## src/rtl/ram_arb_pkg.sv

```systemverilog
// Shared types and constants for the two-port RAM arbiter.
// Imported by the arbiter top and by its per-port request buffer.
package ram_arb_pkg;

   localparam int ADDR_W = 22;
   localparam int DATA_W = 8;

   localparam logic PORT_A = 1'b0;
   localparam logic PORT_B = 1'b1;

   // Data returned to the owner when the memory never answers a read
   localparam logic [DATA_W-1:0] TIMEOUT_FILL = 8'hFF;

   typedef enum logic {
      ST_IDLE,
      ST_WAIT_READ
   } state_t;

   typedef enum logic {
      REQ_READ,
      REQ_WRITE
   } req_kind_t;

   typedef struct packed {
      req_kind_t           kind;
      logic [ADDR_W-1:0]   address;
      logic [DATA_W-1:0]   wdata;
   } req_t;

endpackage

```

## src/rtl/ip_ram_arbiter_port.sv

```systemverilog
// One-entry request buffer for a single client, including its busy flag
// and the registered read-return path back to that client.
module ip_ram_arbiter_port
   import ram_arb_pkg::*;
(
   input  logic              clk,
   input  logic              n_reset,
   input  logic              rd,
   input  logic              wr,
   input  logic [ADDR_W-1:0] address,
   input  logic [DATA_W-1:0] wdata,
   input  logic              clear,
   input  logic              done,
   input  logic [DATA_W-1:0] done_data,
   output logic              busy,
   output req_t              req,
   output logic [DATA_W-1:0] rdata,
   output logic              rdata_en
);

   // Pulses while busy are dropped; done only ever targets a busy buffer,
   // so it never collides with a capture.
   always_ff @(posedge clk or negedge n_reset) begin
      if (!n_reset) begin
         busy     <= 1'b0;
         req      <= '{kind: REQ_READ, address: '0, wdata: '0};
         rdata    <= '0;
         rdata_en <= 1'b0;
      end else begin
         rdata_en <= 1'b0;
         if (!busy && (rd || wr)) begin
            busy        <= 1'b1;
            req.kind    <= rd ? REQ_READ : REQ_WRITE;
            req.address <= address;
            req.wdata   <= wdata;
         end else if (clear) begin
            busy <= 1'b0;
         end
         if (done) begin
            rdata    <= done_data;
            rdata_en <= 1'b1;
            busy     <= 1'b0;
         end
      end
   end

endmodule

```

## src/rtl/ip_ram_arbiter.sv

```systemverilog
// Shares one RAM controller between two clients: round-robin grant,
// read data routed back to the issuing port, watchdog-bounded reads.
module ip_ram_arbiter
   import ram_arb_pkg::*;
#(
   parameter int TIMEOUT = 64
)(
   input  logic              n_reset,
   input  logic              clk,
   input  logic              a_rd,
   input  logic              a_wr,
   output logic              a_busy,
   input  logic [ADDR_W-1:0] a_address,
   input  logic [DATA_W-1:0] a_wdata,
   output logic [DATA_W-1:0] a_rdata,
   output logic              a_rdata_en,
   input  logic              b_rd,
   input  logic              b_wr,
   output logic              b_busy,
   input  logic [ADDR_W-1:0] b_address,
   input  logic [DATA_W-1:0] b_wdata,
   output logic [DATA_W-1:0] b_rdata,
   output logic              b_rdata_en,
   output logic              mem_rd,
   output logic              mem_wr,
   input  logic              mem_busy,
   output logic [ADDR_W-1:0] mem_address,
   output logic [DATA_W-1:0] mem_wdata,
   input  logic [DATA_W-1:0] mem_rdata,
   input  logic              mem_rdata_en
);

   localparam int CNT_W = $clog2(TIMEOUT + 1);

   state_t            state;
   logic              grant_port;
   logic              last_grant;
   logic [CNT_W-1:0]  count;
   req_t              a_req;
   req_t              b_req;
   req_t              sel_req;
   logic              a_elig;
   logic              b_elig;
   logic              grant_valid;
   logic              sel;
   logic              read_done;
   logic [DATA_W-1:0] done_data;
   logic              a_done;
   logic              b_done;
   logic              a_clear;
   logic              b_clear;

   // A write being pulsed this cycle still shows busy until the closing
   // edge, so it is masked out of arbitration to avoid a double issue.
   always_comb begin
      a_elig      = a_busy && !(mem_wr && grant_port == PORT_A);
      b_elig      = b_busy && !(mem_wr && grant_port == PORT_B);
      grant_valid = a_elig || b_elig;
      if (a_elig && b_elig) begin
         sel = ~last_grant;
      end else if (a_elig) begin
         sel = PORT_A;
      end else begin
         sel = PORT_B;
      end
      sel_req   = (sel == PORT_A) ? a_req : b_req;
      read_done = (state == ST_WAIT_READ) && (mem_rdata_en || count == CNT_W'(TIMEOUT));
      done_data = mem_rdata_en ? mem_rdata : TIMEOUT_FILL;
      a_done    = read_done && grant_port == PORT_A;
      b_done    = read_done && grant_port == PORT_B;
      a_clear   = mem_wr && grant_port == PORT_A;
      b_clear   = mem_wr && grant_port == PORT_B;
   end

   always_ff @(posedge clk or negedge n_reset) begin
      if (!n_reset) begin
         state       <= ST_IDLE;
         mem_rd      <= 1'b0;
         mem_wr      <= 1'b0;
         mem_address <= '0;
         mem_wdata   <= '0;
         grant_port  <= PORT_A;
         last_grant  <= PORT_B;
         count       <= '0;
      end else begin
         mem_rd <= 1'b0;
         mem_wr <= 1'b0;
         case (state)
            ST_IDLE: begin
               if (grant_valid && !mem_busy) begin
                  grant_port  <= sel;
                  last_grant  <= sel;
                  mem_address <= sel_req.address;
                  mem_wdata   <= sel_req.wdata;
                  if (sel_req.kind == REQ_READ) begin
                     mem_rd <= 1'b1;
                     count  <= '0;
                     state  <= ST_WAIT_READ;
                  end else begin
                     mem_wr <= 1'b1;
                  end
               end
            end
            ST_WAIT_READ: begin
               if (read_done) begin
                  state <= ST_IDLE;
               end else begin
                  count <= count + 1'b1;
               end
            end
            default: state <= ST_IDLE;
         endcase
      end
   end

   ip_ram_arbiter_port u_port_a (
      .clk       (clk),
      .n_reset   (n_reset),
      .rd        (a_rd),
      .wr        (a_wr),
      .address   (a_address),
      .wdata     (a_wdata),
      .clear     (a_clear),
      .done      (a_done),
      .done_data (done_data),
      .busy      (a_busy),
      .req       (a_req),
      .rdata     (a_rdata),
      .rdata_en  (a_rdata_en)
   );

   ip_ram_arbiter_port u_port_b (
      .clk       (clk),
      .n_reset   (n_reset),
      .rd        (b_rd),
      .wr        (b_wr),
      .address   (b_address),
      .wdata     (b_wdata),
      .clear     (b_clear),
      .done      (b_done),
      .done_data (done_data),
      .busy      (b_busy),
      .req       (b_req),
      .rdata     (b_rdata),
      .rdata_en  (b_rdata_en)
   );

endmodule

```

## config.mk

```make
export PLATFORM = sky130hd
export DESIGN_NAME = ip_ram_arbiter
export DESIGN_NICKNAME = d
export VERILOG_FILES = /design/src/rtl/ram_arb_pkg.sv /design/src/rtl/ip_ram_arbiter_port.sv /design/src/rtl/ip_ram_arbiter.sv
export SDC_FILE = /design/constraint.sdc
export NUM_CORES = 1
export LEC_CHECK = 0
export CORE_UTILIZATION = 51
export DETAILED_ROUTE_END_ITERATION = 8
export HOLD_SLACK_MARGIN = 0.06
export PLACE_DENSITY = 0.83
export SLEW_MARGIN = 15
export SYNTH_ARGS = -nofsm -noshare
export SYNTH_HDL_FRONTEND = slang
export SYNTH_SLANG_ARGS = --single-unit
```

## constraint.sdc

```tcl
create_clock -name clk -period 3.15 [get_ports clk]
set_clock_uncertainty 0.1 [all_clocks]
set_input_delay 0.945 -clock clk [delete_from_list [all_inputs] [get_ports clk]]
set_output_delay 0.945 -clock clk [all_outputs]
set_load 0.01 [all_outputs]
```

==> results of run 1 <==
flip-flops by register name, summed over array words and instances (netlist names), 7 cells and up:
name	count
u_port_a.req	31
u_port_a.rdata	8
mem_wdata	8
u_port_b.req	31
u_port_b.rdata	8
mem_address	22
count	7
per-layer routing:
| layer | vias to the layer above | part of all wire (%) | GRT usage (%) |
|---|---|---|---|
| li1 | 1615 | - | - |
| met1 | 1818 | 41 | 28.50 |
| met2 | 118 | 52 | 42.05 |
| met3 | 11 | 5.9 | 7.591 |
| met4 | 0 | 1.1 | 9.922 |
| met5 | - | 0 | 0 |
cells by family after synthesis:
family	share of synthesized area (%)
xor+xnor	0.5196
mux	23.48
fa+ha+maj	0.4947
compound gates	5.913
flops	61.38
simple gates	6.136
buf+inv	2.078
through the flow:
stage | instance area [um^2] | instances
after floorplan | 5057 | 381
after global placement | 6556 | 628
after detailed placement | 6556 | 628
after CTS | 7192 | 660
after global routing | 7192 | 660
final | 7192 | 660
synthesized netlist by cell type (all sizes together) (2+ instances only):
| cell type | count |
|---|---|
| a21oi | 33 |
| buf | 7 |
| clkbuf | 10 |
| dfrtp | 123 |
| ha | 2 |
| inv | 8 |
| mux2 | 77 |
| mux2i | 32 |
| nand2 | 9 |
| nand2b | 9 |
| nor2 | 41 |
| nor3 | 3 |
| o21ai | 6 |
| o311ai | 2 |
| o31ai | 2 |
| xor2 | 2 |
worst max path at each step:
stage                         to  slack (ns)  cells after the start
6_report                  a_busy        0.53                      1
3_3_place_gp   u_port_a.rdata[1]        0.48                      5
5_1_grt                   a_busy        0.49                      1
3_5_place_dp   u_port_a.rdata[2]        0.42                      5
2_1_floorplan    u_port_a.req[0]        0.93                      3
4_1_cts                   a_busy        0.52                      1
cell type report:
class | instances | share of cell area (%)
clock inverter | 14 | 2.888
timing repair buffer | 135 | 19.17
tap | 129 | 2.244
multi-input combinational | 232 | 26.17
sequential | 124 | 43.16
inverter | 8 | 0.4175
clock buffer | 18 | 5.950
report_power, final:
part	internal (uW)	leakage [uW]	total, uW	switching, uW
clock	1320	0.000304	2060	741
sequential	2380	0.00143	2860	481
combinational	1620	0.00132	2910	1290
==> flow_metrics.env, run 1 <==
export IMPL_first_global_vias=3899
export IMPL_routed_via_density=5.397
export IMPL_critical_path_cell_chain="clkdlybuf4s50_1"
export IMPL_finalSetupTns_ns=0
export IMPL_timing_final_max_slew_violations=0
export IMPL_clock_sinks=124
export IMPL_postLayoutSetupSlackWorst_ns=0.5304
export IMPL_synth_edff_count=0
export IMPL_clock_insertion_delay_worst_skew_ns=0.51
export IMPL_insertedDiodeCount=0
export IMPL_worstRegToRegCells=7
export IMPL_highest_ir_drop_seen_on_vdd_uv=518.2
export IMPL_crit_path_start="u_port_a.busy"
export IMPL_dr_total_vias=3562
export IMPL_r2r_end="u_port_a.rdata[5]"
export IMPL_clkSlewWorstSetupHoldPaths_ns=0.06
export IMPL_timing_final_crit_period_ns=2.620
export IMPL_cts_htree_levels=4
export IMPL_relSlewSlack_pct=54.69
export IMPL_cts_max_path_buffers=2
export IMPL_avgSynthCellArea_um2=13.27
export IMPL_cts_tree="done"
export IMPL_ff2ff_setup_slack_ns=0.66
export IMPL_multi_input_comb_area_um2=1882
export IMPL_crit_path_buffers_inverters=1
export IMPL_transition_time_at_the_pin_with_the_least_slew_margin_ns=0.6690
export IMPL_synth_seq_cells=124
export IMPL_power_leakage_uw=0.003049
export IMPL_run_status="complete, no violations"
export IMPL_finalSetupViolCount=0
export IMPL_dp_final_hpwl_um=7251
export IMPL_floorplan_io_pins=128
export IMPL_postSynth_topFlopCell="sky130_fd_sc_hd__dfrtp_1"
export IMPL_cp_required_ns=2.10
export IMPL_count_of_synthesis_stage_warnings_from_yosys=0
export IMPL_cp_max_delay_cell="sky130_fd_sc_hd__clkdlybuf4s50_1"
export IMPL_drc=0
export IMPL_max_freq_mhz=381.7
export IMPL_yosys_top_cells_area="sky130_fd_sc_hd__dfrtp_1 (61%), sky130_fd_sc_hd__mux2_2 (15%), sky130_fd_sc_hd__mux2i_1 (6.3%)"
export IMPL_drt_iter0_markers=67
export IMPL_cts_root_buffer_cell="sky130_fd_sc_hd__clkbuf_8"
export IMPL_synth_cell_type_count=37
export IMPL_critical_path_max_fanout=5
export IMPL_gp_routability_congestion=0.8201
export IMPL_grt_max_degree=84
export IMPL_layout_common_cells="sky130_fd_sc_hd__clkdlybuf4s50_1 (126), sky130_fd_sc_hd__dfrtp_1 (123), sky130_fd_sc_hd__mux2_2 (69)"
export IMPL_preCtsSetupSlack_ns=0.4166
export IMPL_startpoint_type_of_the_worst_setup_path="register"
export IMPL_antenna_found_initial=0
export IMPL_total_power_uw=7833
export IMPL_maxCapViolCount=0
export IMPL_wl_per_cell_um=17.58
export IMPL_place_port_buffers=127
export IMPL_globalRouteOverflowTotal=0
export IMPL_final_layout_size_suffix_gt1_share_pct=22.03
export IMPL_yosys_area_top_type_share_pct=60.86
export IMPL_core_um2=9415
export IMPL_layout_cells_most_common="sky130_fd_sc_hd__clkdlybuf4s50_1"
export IMPL_synth_net_count=459
export IMPL_holdCritPathClass="input pin to asynchronous set/reset pin"
export IMPL_floorplan_rows=35
export IMPL_die_height_um=101.6
export IMPL_floorplan_initialDensity_pct=53.71
export IMPL_cts_post_setup_buffers_inserted=0
export IMPL_die_area_um2=10320
export IMPL_ffs_w_async_s_r_synth_pct=100.0
export IMPL_r2r_start="count[0]"
export IMPL_drt_pre_antenna_iters=4
export IMPL_syn2layout_area_growth_pct=42.21
export IMPL_report_final_hold_viol_count=0
export IMPL_fin_hold_ws_ns=0.1252
export IMPL_grt_first_pass_wirelength_um=18780
export IMPL_timing_critical_path_max_delay_family="buffers and inverters"
export IMPL_worst_endpoint_arrival_ns=1.57
export IMPL_nets=596
export IMPL_grt_setup_unrepaired="no"
export IMPL_timing_critical_path_to_type="output pin"
export IMPL_power_per_cell_area_nw_per_um2=1089
export IMPL_synth_seq_area_share_pct=61.38
export IMPL_die_width_um=101.6
export IMPL_cts_hold_buffers=0
export IMPL_path_class="register to output pin"
export IMPL_synthesis_area_um2=5057
export IMPL_cts_resized=0
export IMPL_cell_type_contributing_the_most_total_cell_area_after_synthesis="sky130_fd_sc_hd__dfrtp_1"
export IMPL_netlist_instances=381
export IMPL_maximum_cell_stage_delay_along_the_critical_path_ns=0.59
export IMPL_final_core_util_pct=76.39
export IMPL_postRouteWirelength_um=11600
export IMPL_regArea_um2=3104
export IMPL_detail_route_antenna_nets=0
export IMPL_gr_usage_all_layers_pct=24.46
export IMPL_tritoncts_num_buffers=17
export IMPL_final_min_period_over_clock_period_pct=83.16
export IMPL_fill_cells=589
Note: power is estimated with default switching activity, not from simulation.
==> run 2, diff against run 1 <==
CORE_UTILIZATION = 44   (was 51)
PLACE_DENSITY = 0.76   (was 0.83)
clock period = 2.25 ns   (was 3.15 ns; I/O delays follow)
==> run 2 against run 1 <==
Flip-flop and latch count stayed put; clock power is 34% higher; critical path depth stayed put; design area is 1.9% higher; combinational power is 43% higher; core utilization is 9.9 points lower; sequential share of layout area is 0.78 points lower; via count is 1.5% lower; cell count is 3.8% higher.
==> flow_metrics.env, run 2 (synthesis results as in run 1) <==
export IMPL_run_status="complete, no violations"
export IMPL_finalSetupTns_ns=0
export IMPL_largest_registers="u_port_a.req: 31 flops, u_port_b.req: 31 flops, mem_address: 22 flops"
export IMPL_timing_final_max_slew_violations=0
export IMPL_final_core_util_pct=66.46
export IMPL_crit_path_start="u_port_a.busy"
export IMPL_timing_critical_path_to_type="output pin"
export IMPL_timing_final_crit_period_ns=2.188
export IMPL_cts_max_path_buffers=2
export IMPL_power_leakage_uw=0.003111
export IMPL_tritoncts_num_buffers=17
export IMPL_maximum_cell_stage_delay_along_the_critical_path_ns=0.58
export IMPL_layout_cells_most_common="sky130_fd_sc_hd__clkdlybuf4s50_1"
export IMPL_floorplan_initialDensity_pct=45.85
export IMPL_dp_final_hpwl_um=7601
export IMPL_clkSlewWorstSetupHoldPaths_ns=0.06
export IMPL_clock_sinks=124
export IMPL_final_layout_size_suffix_gt1_share_pct=24.40
export IMPL_postRouteWirelength_um=11030
export IMPL_pwr_share_comb_pct=38.3
export IMPL_die_area_um2=11930
export IMPL_report_final_hold_viol_count=0
export IMPL_worst_endpoint_arrival_ns=1.41
export IMPL_critical_path_cell_chain="clkdlybuf4s50_1"
export IMPL_postLayoutSetupSlackWorst_ns=0.06245
export IMPL_wl_per_cell_um=16.10
export IMPL_first_global_vias=3745
export IMPL_dr_total_vias=3509
export IMPL_core_um2=11030
export IMPL_transition_time_at_the_pin_with_the_least_slew_margin_ns=0.4748
export IMPL_r2r_start="count[1]"
export IMPL_multi_input_comb_area_um2=1889
export IMPL_startpoint_type_of_the_worst_setup_path="register"
export IMPL_fill_cells=823
export IMPL_grt_max_degree=45
export IMPL_clock_insertion_delay_worst_skew_ns=0.41
export IMPL_cts_htree_levels=4
export IMPL_place_port_buffers=127
export IMPL_syn2layout_area_growth_pct=44.95
export IMPL_gr_usage_all_layers_pct=20.33
export IMPL_crit_path_buffers_inverters=1
export IMPL_drt_iter0_markers=111
export IMPL_cts_root_buffer_cell="sky130_fd_sc_hd__clkbuf_16"
export IMPL_floorplan_rows=38
export IMPL_regArea_um2=3107
export IMPL_die_height_um=109.2
export IMPL_grt_first_pass_wirelength_um=17900
export IMPL_clock_power_share_pct=25.4
export IMPL_cts_tree="done"
export IMPL_power_internal_uw=7495
export IMPL_cp_max_delay_cell="sky130_fd_sc_hd__clkdlybuf4s50_1"
export IMPL_power_per_cell_area_nw_per_um2=1486
export IMPL_power_net_switching_uw=3398
export IMPL_preCtsSetupSlack_ns=0.0001390
export IMPL_drc=0
export IMPL_insertedDiodeCount=0
export IMPL_detail_route_antenna_nets=0
export IMPL_layout_common_cells="sky130_fd_sc_hd__clkdlybuf4s50_1 (126), sky130_fd_sc_hd__dfrtp_1 (121), sky130_fd_sc_hd__mux2_2 (69)"
export IMPL_finalSetupViolCount=0
export IMPL_highest_ir_drop_seen_on_vdd_uv=758.1
export IMPL_nets=610
export IMPL_floorplan_io_pins=128
export IMPL_maxCapViolCount=0
export IMPL_max_freq_mhz=457.1
export IMPL_path_class="register to output pin"
export IMPL_routed_via_density=5.123
export IMPL_antenna_found_initial=0
export IMPL_cp_required_ns=1.47
export IMPL_die_width_um=109.2
export IMPL_power_share_switching_pct=31.19
export IMPL_drt_pre_antenna_iters=4
export IMPL_final_min_period_over_clock_period_pct=97.22
export IMPL_relSlewSlack_pct=68.35
export IMPL_timing_critical_path_max_delay_family="buffers and inverters"
export IMPL_critical_path_max_fanout=5
export IMPL_globalRouteOverflowTotal=0
export IMPL_gp_routability_congestion=0.7332
export IMPL_holdCritPathClass="input pin to asynchronous set/reset pin"
export IMPL_power_frac_seq_pct=36.4
-- run 2: timing repair --
item / 4_1_cts / 5_1_grt
gates resized for setup: 2 / 1
setup buffers: 0 / 2
hold buffers: 0 / 0
endpoints found under the setup margin: 2 / 7
-- run 2: area by class of cell --
cell class	count	area share, %
flip-flops and latches	124	42.38
clock buffers	19	6.042
multi-input cells	232	25.77
well taps	140	2.389
clock inverters	13	2.253
inverters	8	0.4096
repair buffers	149	20.75
-- run 2: per-stage QoR --
stage                     hold slack (ns)  total power [uW]  instances  instance area [um^2]
after floorplan                    0.2794              6278        381                  5057
after global placement             0.3787              8006        651                  6698
after detailed placement           0.3813              8161        651                  6698
after CTS                          0.1273             10980        683                  7308
after global routing               0.1424             11570        685                  7331
final                              0.1175             10890        685                  7331
-- run 2: final timing paths --
check / end / slack [ns] / cells after the start
max in group asynchronous: last_grant / 1.31 / 2
min: u_port_a.req[16] / 0.12 / 1
min reg2reg: u_port_a.rdata[3] / 0.39 / 1
max: a_busy / 0.06 / 1
min in group clk: u_port_a.rdata[3] / 0.39 / 1
max reg2reg: u_port_a.rdata[7] / 0.09 / 8
-- run 2: routing by layer --
layer  GRT usage, %  share of wire, %
met5              0                 0
met4          6.476               1.0
met3          8.727               6.8
met2          34.41                51
met1          23.15                41
-- run 2: power by group through the flow --
stage                     clock network [uW]  registers, uW  logic [uW]
after detailed placement                   0           3980        4180
after global routing                    2920           4100        4540
after floorplan                            0           4030        2250
after global placement                     0           3930        4070
after CTS                               2820           3970        4200
final                                   2760           3960        4170
